## src/rtl/fetch_unit_pkg.sv

```systemverilog
// Shared definitions for the instruction fetch stage: datapath width, PC step,
// reset address default and the fetch FSM state encoding.
package fetch_unit_pkg;

  localparam int unsigned XLEN = 32;
  localparam logic [XLEN-1:0] PC_STEP = 32'd4;
  localparam logic [XLEN-1:0] DEFAULT_RESET_PC = 32'h0000_0000;

  typedef enum logic [1:0] {
    ST_REQ     = 2'd0,
    ST_WAIT    = 2'd1,
    ST_HOLD    = 2'd2,
    ST_DISCARD = 2'd3
  } fetch_state_e;

  // Instructions are word aligned; the low address bits are forced to zero.
  function automatic logic [XLEN-1:0] align_pc(input logic [XLEN-1:0] pc);
    return pc & ~(PC_STEP - 32'd1);
  endfunction

endpackage

```

## src/rtl/fetch_pc_gen.sv

```systemverilog
// Next-PC selection: a redirect target wins, otherwise step past the accepted
// instruction, otherwise keep the current fetch address.
module fetch_pc_gen
  import fetch_unit_pkg::*;
(
  input  logic [XLEN-1:0] i_pc,
  input  logic            i_redirect,
  input  logic [XLEN-1:0] i_redirect_pc,
  input  logic            i_step,
  output logic [XLEN-1:0] o_next_pc
);

  always_comb begin
    o_next_pc = i_pc;
    if (i_redirect) begin
      o_next_pc = align_pc(i_redirect_pc);
    end else if (i_step) begin
      o_next_pc = i_pc + PC_STEP;
    end
  end

endmodule

```

## src/rtl/fetch_unit.sv

```systemverilog
// Instruction fetch stage: issues one instruction-memory request at a time and
// presents the fetched word to the IF/ID register with stall and redirect handling.
module fetch_unit
  import fetch_unit_pkg::*;
#(
  parameter logic [XLEN-1:0] RESET_PC = DEFAULT_RESET_PC
) (
  input  logic            clk_i,
  input  logic            rst_i,
  input  logic            stall_i,
  input  logic            mem_stall_i,
  input  logic            redirect_i,
  input  logic [XLEN-1:0] redirect_pc_i,
  output logic            imem_req_o,
  output logic [XLEN-1:0] imem_addr_o,
  input  logic            imem_ack_i,
  input  logic [XLEN-1:0] imem_data_i,
  output logic [XLEN-1:0] PC_o,
  output logic [XLEN-1:0] instruc_o,
  output logic            valid_o,
  output logic            fetch_stall_o
);

  fetch_state_e    r_state;
  fetch_state_e    w_next_state;
  logic [XLEN-1:0] r_pc;
  logic [XLEN-1:0] w_next_pc;
  logic            w_advance;
  logic            w_load;
  logic            w_req;
  logic [XLEN-1:0] w_addr;
  logic [XLEN-1:0] w_pc_out;
  logic [XLEN-1:0] w_instr;
  logic            w_valid;

  assign w_advance = ~stall_i & ~mem_stall_i;
  // Ack data is captured only for a live (non-flushed) request.
  assign w_load    = (r_state == ST_WAIT) & imem_ack_i & ~redirect_i;

  fetch_pc_gen u_pc_gen (
    .i_pc          (r_pc),
    .i_redirect    (redirect_i),
    .i_redirect_pc (redirect_pc_i),
    .i_step        (w_load),
    .o_next_pc     (w_next_pc)
  );

  always_ff @(posedge clk_i) begin
    if (rst_i) begin
      r_state <= ST_REQ;
      r_pc    <= RESET_PC;
    end else begin
      r_state <= w_next_state;
      r_pc    <= w_next_pc;
    end
  end

  always_comb begin
    w_next_state = r_state;
    unique case (r_state)
      // A new request is only issued once the presented word has been taken,
      // so an ack can never overwrite an unconsumed instruction.
      ST_REQ: begin
        if (!redirect_i && (!valid_o || w_advance)) w_next_state = ST_WAIT;
      end
      ST_WAIT: begin
        if (redirect_i)      w_next_state = imem_ack_i ? ST_REQ : ST_DISCARD;
        else if (imem_ack_i) w_next_state = w_advance ? ST_REQ : ST_HOLD;
      end
      ST_HOLD: begin
        if (redirect_i || w_advance) w_next_state = ST_REQ;
      end
      ST_DISCARD: begin
        if (imem_ack_i) w_next_state = ST_REQ;
      end
      default: w_next_state = ST_REQ;
    endcase
  end

  always_comb begin
    w_req    = (w_next_state == ST_WAIT) || (w_next_state == ST_DISCARD);
    w_addr   = imem_addr_o;
    w_pc_out = PC_o;
    w_instr  = instruc_o;
    w_valid  = valid_o;
    if (r_state == ST_REQ && w_next_state == ST_WAIT) w_addr = r_pc;
    if (redirect_i) begin
      w_pc_out = '0;
      w_instr  = '0;
      w_valid  = 1'b0;
    end else if (w_load) begin
      w_pc_out = r_pc;
      w_instr  = imem_data_i;
      w_valid  = 1'b1;
    end else if (w_advance) begin
      w_valid  = 1'b0;
    end
  end

  always_ff @(posedge clk_i) begin
    if (rst_i) begin
      imem_req_o    <= 1'b0;
      imem_addr_o   <= '0;
      PC_o          <= '0;
      instruc_o     <= '0;
      valid_o       <= 1'b0;
      fetch_stall_o <= 1'b0;
    end else begin
      imem_req_o    <= w_req;
      imem_addr_o   <= w_addr;
      PC_o          <= w_pc_out;
      instruc_o     <= w_instr;
      valid_o       <= w_valid;
      fetch_stall_o <= w_req;
    end
  end

endmodule

```

## config.mk

```make
export PLATFORM = sky130hd
export DESIGN_NAME = fetch_unit
export DESIGN_NICKNAME = d
export VERILOG_FILES = /design/src/rtl/fetch_unit_pkg.sv /design/src/rtl/fetch_pc_gen.sv /design/src/rtl/fetch_unit.sv
export SDC_FILE = /design/constraint.sdc
export NUM_CORES = 1
export LEC_CHECK = 0
export ABC_AREA = 0
export BUFFER_PORTS_ARGS = -buffer_cell sky130_fd_sc_hd__buf_2
export CAP_MARGIN = 40
export CORE_UTILIZATION = 50
export DETAILED_ROUTE_END_ITERATION = 8
export PLACE_DENSITY = 0.78
export SETUP_SLACK_MARGIN = 0.15
export SLEW_MARGIN = 20
export SYNTH_ARGS = -nofsm -noshare
export SYNTH_HDL_FRONTEND = slang
export SYNTH_HIERARCHICAL = 1
export SYNTH_SLANG_ARGS = --single-unit
```

## constraint.sdc

```tcl
create_clock -name clk_i -period 2.9 [get_ports clk_i]
set_input_delay 0.29 -clock clk_i [delete_from_list [all_inputs] [get_ports clk_i]]
set_output_delay 0.29 -clock clk_i [all_outputs]
set_load 0.01 [all_outputs]
```

**Word-level counts from Yosys, hierarchy flattened**

Index checks and enable logic that the tools add are counted.

- Input port bits: 70
- Register bits after elaboration: 132
- Logic and storage cells: 43
- Output and inout bits: 99

- Muxes and demuxes: 12
- Reductions and logical operators: 11
- Equal/unequal tests: 5
- Add/subtract/negate cells: 1
- Bitwise logic cells: 6

Operators with widths:

| kind | count |
|---|---|
| 2-to-1 mux 32 bit | 2 |
| adder 32 x 3 -> 32 bit (second input constant) | 1 |
| 2-to-1 mux 2 bit | 7 |
| case mux 2 bit (4 select lines) | 1 |
| equality test 2 bit (second input constant) | 3 |
| equality test 2 x 1 -> 1 bit (second input constant) | 2 |
| nonzero test 2 bit | 2 |
| bitwise AND 1 bit | 3 |
| logical OR 1 bit | 3 |
| NOT 1 bit | 3 |
| logical AND 1 bit | 2 |
| logical NOT 1 bit | 2 |
| logical NOT 2 bit | 1 |
| 2-to-1 mux 1 bit | 2 |
| OR reduction 2 bit | 1 |

**Logic depth before layout (Yosys ltp)**

- Depth in word-level cells: 8
- Mapped depth: 9
- Depth with buffers taken out: 7

**Hierarchy**

The synthesis kept the hierarchy.

Modules (own cells, without submodules):

| module | seq. area each (sq um) | instances | cells each | area each (sq um) |
|---|---|---|---|---|
| fetch_unit | 2,622.5 | 1 | 503 | 4,540.6 |
| fetch_pc_gen | 0.0 | 1 | 177 | 1,048.5 |

**Least setup slack after synthesis**

OpenSTA, ideal clock, no wires.

- Path kind: register to register
- From: register r_state[0]
- To: register r_pc[22]
- Setup time: 66 ps
- Arrival time: 2,517 ps
- Path buffers: 2
- Period minus slack after synthesis: 2,583 ps
- Cell stages (with the launch flop): 10
- Data required time: 2,834 ps
- Setup slack: 317 ps
- Cell sequence: dfxtp_1 > nand3b_1 > buf_2 > nor2_1 > nand4_1 > or3_1 > clkbuf_1 > or4_1 > a31oi_1 > nor2b_1

- Word-level cells in the longest chain between the ends: 4

Ends and longest elaborated chain:

| what | line | text |
|---|---|---|
| start, declared | fetch_unit.sv:24 | `fetch_state_e r_state;` |
| start signal, assigned | fetch_unit.sv:53 | `r_state <= w_next_state;` |
| equality test 2 x 1 -> 1 bit | fetch_unit.sv:38 | `assign w_load = (r_state == ST_WAIT) & imem_ack_i & ~redirect_i;` |
| bitwise AND 1 bit (2 in series) | fetch_unit.sv:38 |  |
| named net w_load | fetch_unit.sv:29 | `logic w_load;` |
| nonzero test 2 bit (no line) | -- |  |
| end signal, assigned | fetch_unit.sv:54 | `r_pc <= w_next_pc;` |
| end, declared | fetch_unit.sv:26 | `logic [XLEN-1:0] r_pc;` |

The timed path passes the listed nets, and every way through them passes these cells.
A chain may end at the register's enable or synchronous reset.

**Final worst setup path**

- From: register r_state[0]
- To: register r_pc[23]

Same word-level chain as after synthesis.

==> results.toml <==
[placed_design]
gp_congestion = 0.805
pre_cts_slack_ps = 419
io_buffers = 166
hpwl_mm = 9.57
dpl.cell_count = 948

[clock_tree]
cts_made_buffers = 17
cts_tree = "built"
cts_root_buffer = "clkbuf_8"
path_clk_slew_ps = 60
htreeDepth = 4
clock_latency_ps = 520
cts_sinks = 131
cts_buffer_depth = 2

[pwr]
switching_share = 0.235
p_comb_frac = 0.082
internal_power_mw = 3.44
ir_drop_mv = 0.384
clkPwrFrac = 0.491
powerDensity_nw_per_um2 = 621
seqPwrFrac = 0.427
p_leak_nw = 2.98
p_switching_mw = 1.06

[setup_path]
critPathBufInv = 1
worst-endpoint-arrival_ps = 2960
worst_ep_required_time_ps = 3360
slowest_stage = "or4_4"
path_max_fanout = 14
startpoint_type = "register"
crit_path_max_incr_delay_ps = 540
r2r_slack_ps = 400
path_cells = "nand3b_1, nor2_1, buf_4, nand3_1, or4_4, or4_1, a31oi_1, nor2b_1"
end_kind = "register"
path_class = "reg2reg"
worst_path_dominant_cell_family = "simple AND/OR/NAND/NOR gates"

[global_route]
antenna_found_initial = 0
grt_first_pass_wirelength_mm = 23.4
gr-total-overflow = 0
grt_pass1_vias = 4971
grt_max_degree = 67
track_usage = 0.262

[timing]
fin_crit_sh = 0.862
tightest_slew_ps = 835
fin_skew_ps = 7.03
hold_viol_final = 0
setup_viol = 0
rsz0062_at_grt = "no"
drv_slew = 0
slew_headroom = 0.442
final.min_clock_period_ps = 2500
fin_tns_setup_ps = 0
timing.fmax_mhz = 400
worst_slack_ps = 400

[logic_synthesis]
synthTopCellsByArea = "dfxtp_1, nand2_1, mux2i_1"
ys_ff_latch = 131
syn_area_per_cell_um2 = 8.22
netlist_instances = 680
ys.warnings.count = 6
synth_nets = 751
synth.cell_area_um2 = 5590
synth_top_area_frac = 0.469
ys_seq_area_frac = 0.469
synth_area_leader_cell = "dfxtp_1"
synth_cell_types = 46

[layout]
layoutNonFillerInstCount = 1002
utilization = 0.665
final_common_cell = "nand2_1"
area_growth_pct = 29.5
final_cell_mix = "nand2_1, buf_2, dfxtp_1, a21oi_1, nor2b_1"
diodes = 0
drive_above_1_share = 0.256
layout.nets = 920

[floorplan]
ios = 169
die_w_um = 108
coreArea_um2 = 10900
start_util = 0.513
die-area_um2 = 11600
num_rows = 38
fp.dieH_um = 108

[run_status]
status = "completed"

[drt]
dr.pass1.iters = 5
drt-total-wl_mm = 15.1
ant_nets = 0
wire_per_inst_um = 15.1
vias_per_cell = 5.35
drt_iter0_drc = 415
vias = 5360
drc = 0

[job]
max-cap-violations = 0

[worst_hold_path]
hold_class = "in2reg"
## final timing paths
path,start,end,depth (start not counted)
max,r_state[0],r_pc[23],8
min,imem_data_i[11],instruc_o[11],3
max reg2reg,r_state[0],r_pc[23],8
min reg2reg,instruc_o[24],instruc_o[24],2
## worst reg2reg max path, stage by stage (launching register included)
cell and delay (ps):
dfxtp_1 470, nand3b_1 140, nor2_1 210, buf_4 180
nand3_1 110, or4_4 540, or4_1 500, a31oi_1 160
nor2b_1 130
## Yosys cell counts (all sizes together)
cell type	count
a2111o	1
a21oi	65
a31oi	12
and2	1
and3	2
and3b	1
and4	1
buf	34
clkbuf	14
dfxtp	131
ha	1
inv	7
mux2i	33
nand2	223
nand2b	1
nand3	16
nand3b	1
nand4	6
nand4bb	1
nor2	16
nor2b	36
nor3	1
nor4	3
nor4b	1
o2111ai	1
o211ai	5
o21a	1
o21ai	14
o31ai	10
o41ai	2
or2	3
or3	3
or4	20
or4b	1
xnor2	7
xor2	5
## registers in the layout, indices dropped and copies added, names as in the netlist
| name | count |
|---|---|
| instruc_o | 32 |
| imem_addr_o | 32 |
| r_pc | 32 |
| valid_o | 1 |
| PC_o | 32 |
| r_state | 2 |
## per-layer routing
metal,routed length [µm],track usage,vias up
li1,-,-,2624
met1,6430,0.314,2472
met2,7240,0.440,232
met3,1130,0.0684,32
met4,352,0.114,0
met5,0,0,-
## kinds of logic (layout without fill, tap and decap cells)
logic type               count (synthesis)  count (layout)  share of synthesized area
AO/OA/AOI/OAI                          111             111                      0.112
multiplexers                            33              33                     0.0591
AND/OR/NAND/NOR                        337             337                      0.279
adder cells (fa/ha/maj)                  1               1                    0.00224
buffers and inverters                   55             237                     0.0591
flip-flops                             131             131                      0.469
XOR/XNOR                                12              12                     0.0188
## power groups by stage
stage	Sequential (mW)	Combinational [mW]	Clock, mW
detailed placement	1.96	0.342	0
CTS	1.92	0.367	2.24
finish	1.92	0.369	2.21
floorplan	1.95	0.226	0
global placement	1.95	0.334	0
global route	1.93	0.404	2.32
## through the flow
| step | power (mW) | hold slack, ps | area [µm²] |
|---|---|---|---|
| after floorplan | 2.18 | 362 | 5590 |
| after global placement | 2.28 | 438 | 6400 |
| after detailed placement | 2.30 | 444 | 6400 |
| after CTS | 4.52 | 0.239 | 7240 |
| after global routing | 4.65 | 6.86 | 7240 |
| final | 4.49 | 23.1 | 7240 |
## what timing repair did
item | CTS | global route
hold buffers | 22 | 0
gates resized for setup | 0 | 0
setup buffers | 0 | 0
endpoints found under the hold margin | 22 | 0
## layout make-up
| type | instances | area [µm²] |
|---|---|---|
| repair buffers | 198 | 1150 |
| clock inverters | 13 | 184 |
| flip-flops and latches | 131 | 2620 |
| clock buffers | 19 | 432 |
| fillers | 889 | 3650 |
| well taps | 140 | 175 |
| multi-input cells | 494 | 2650 |
| inverters | 7 | 26.3 |
Power figures use the tool's default switching activity.
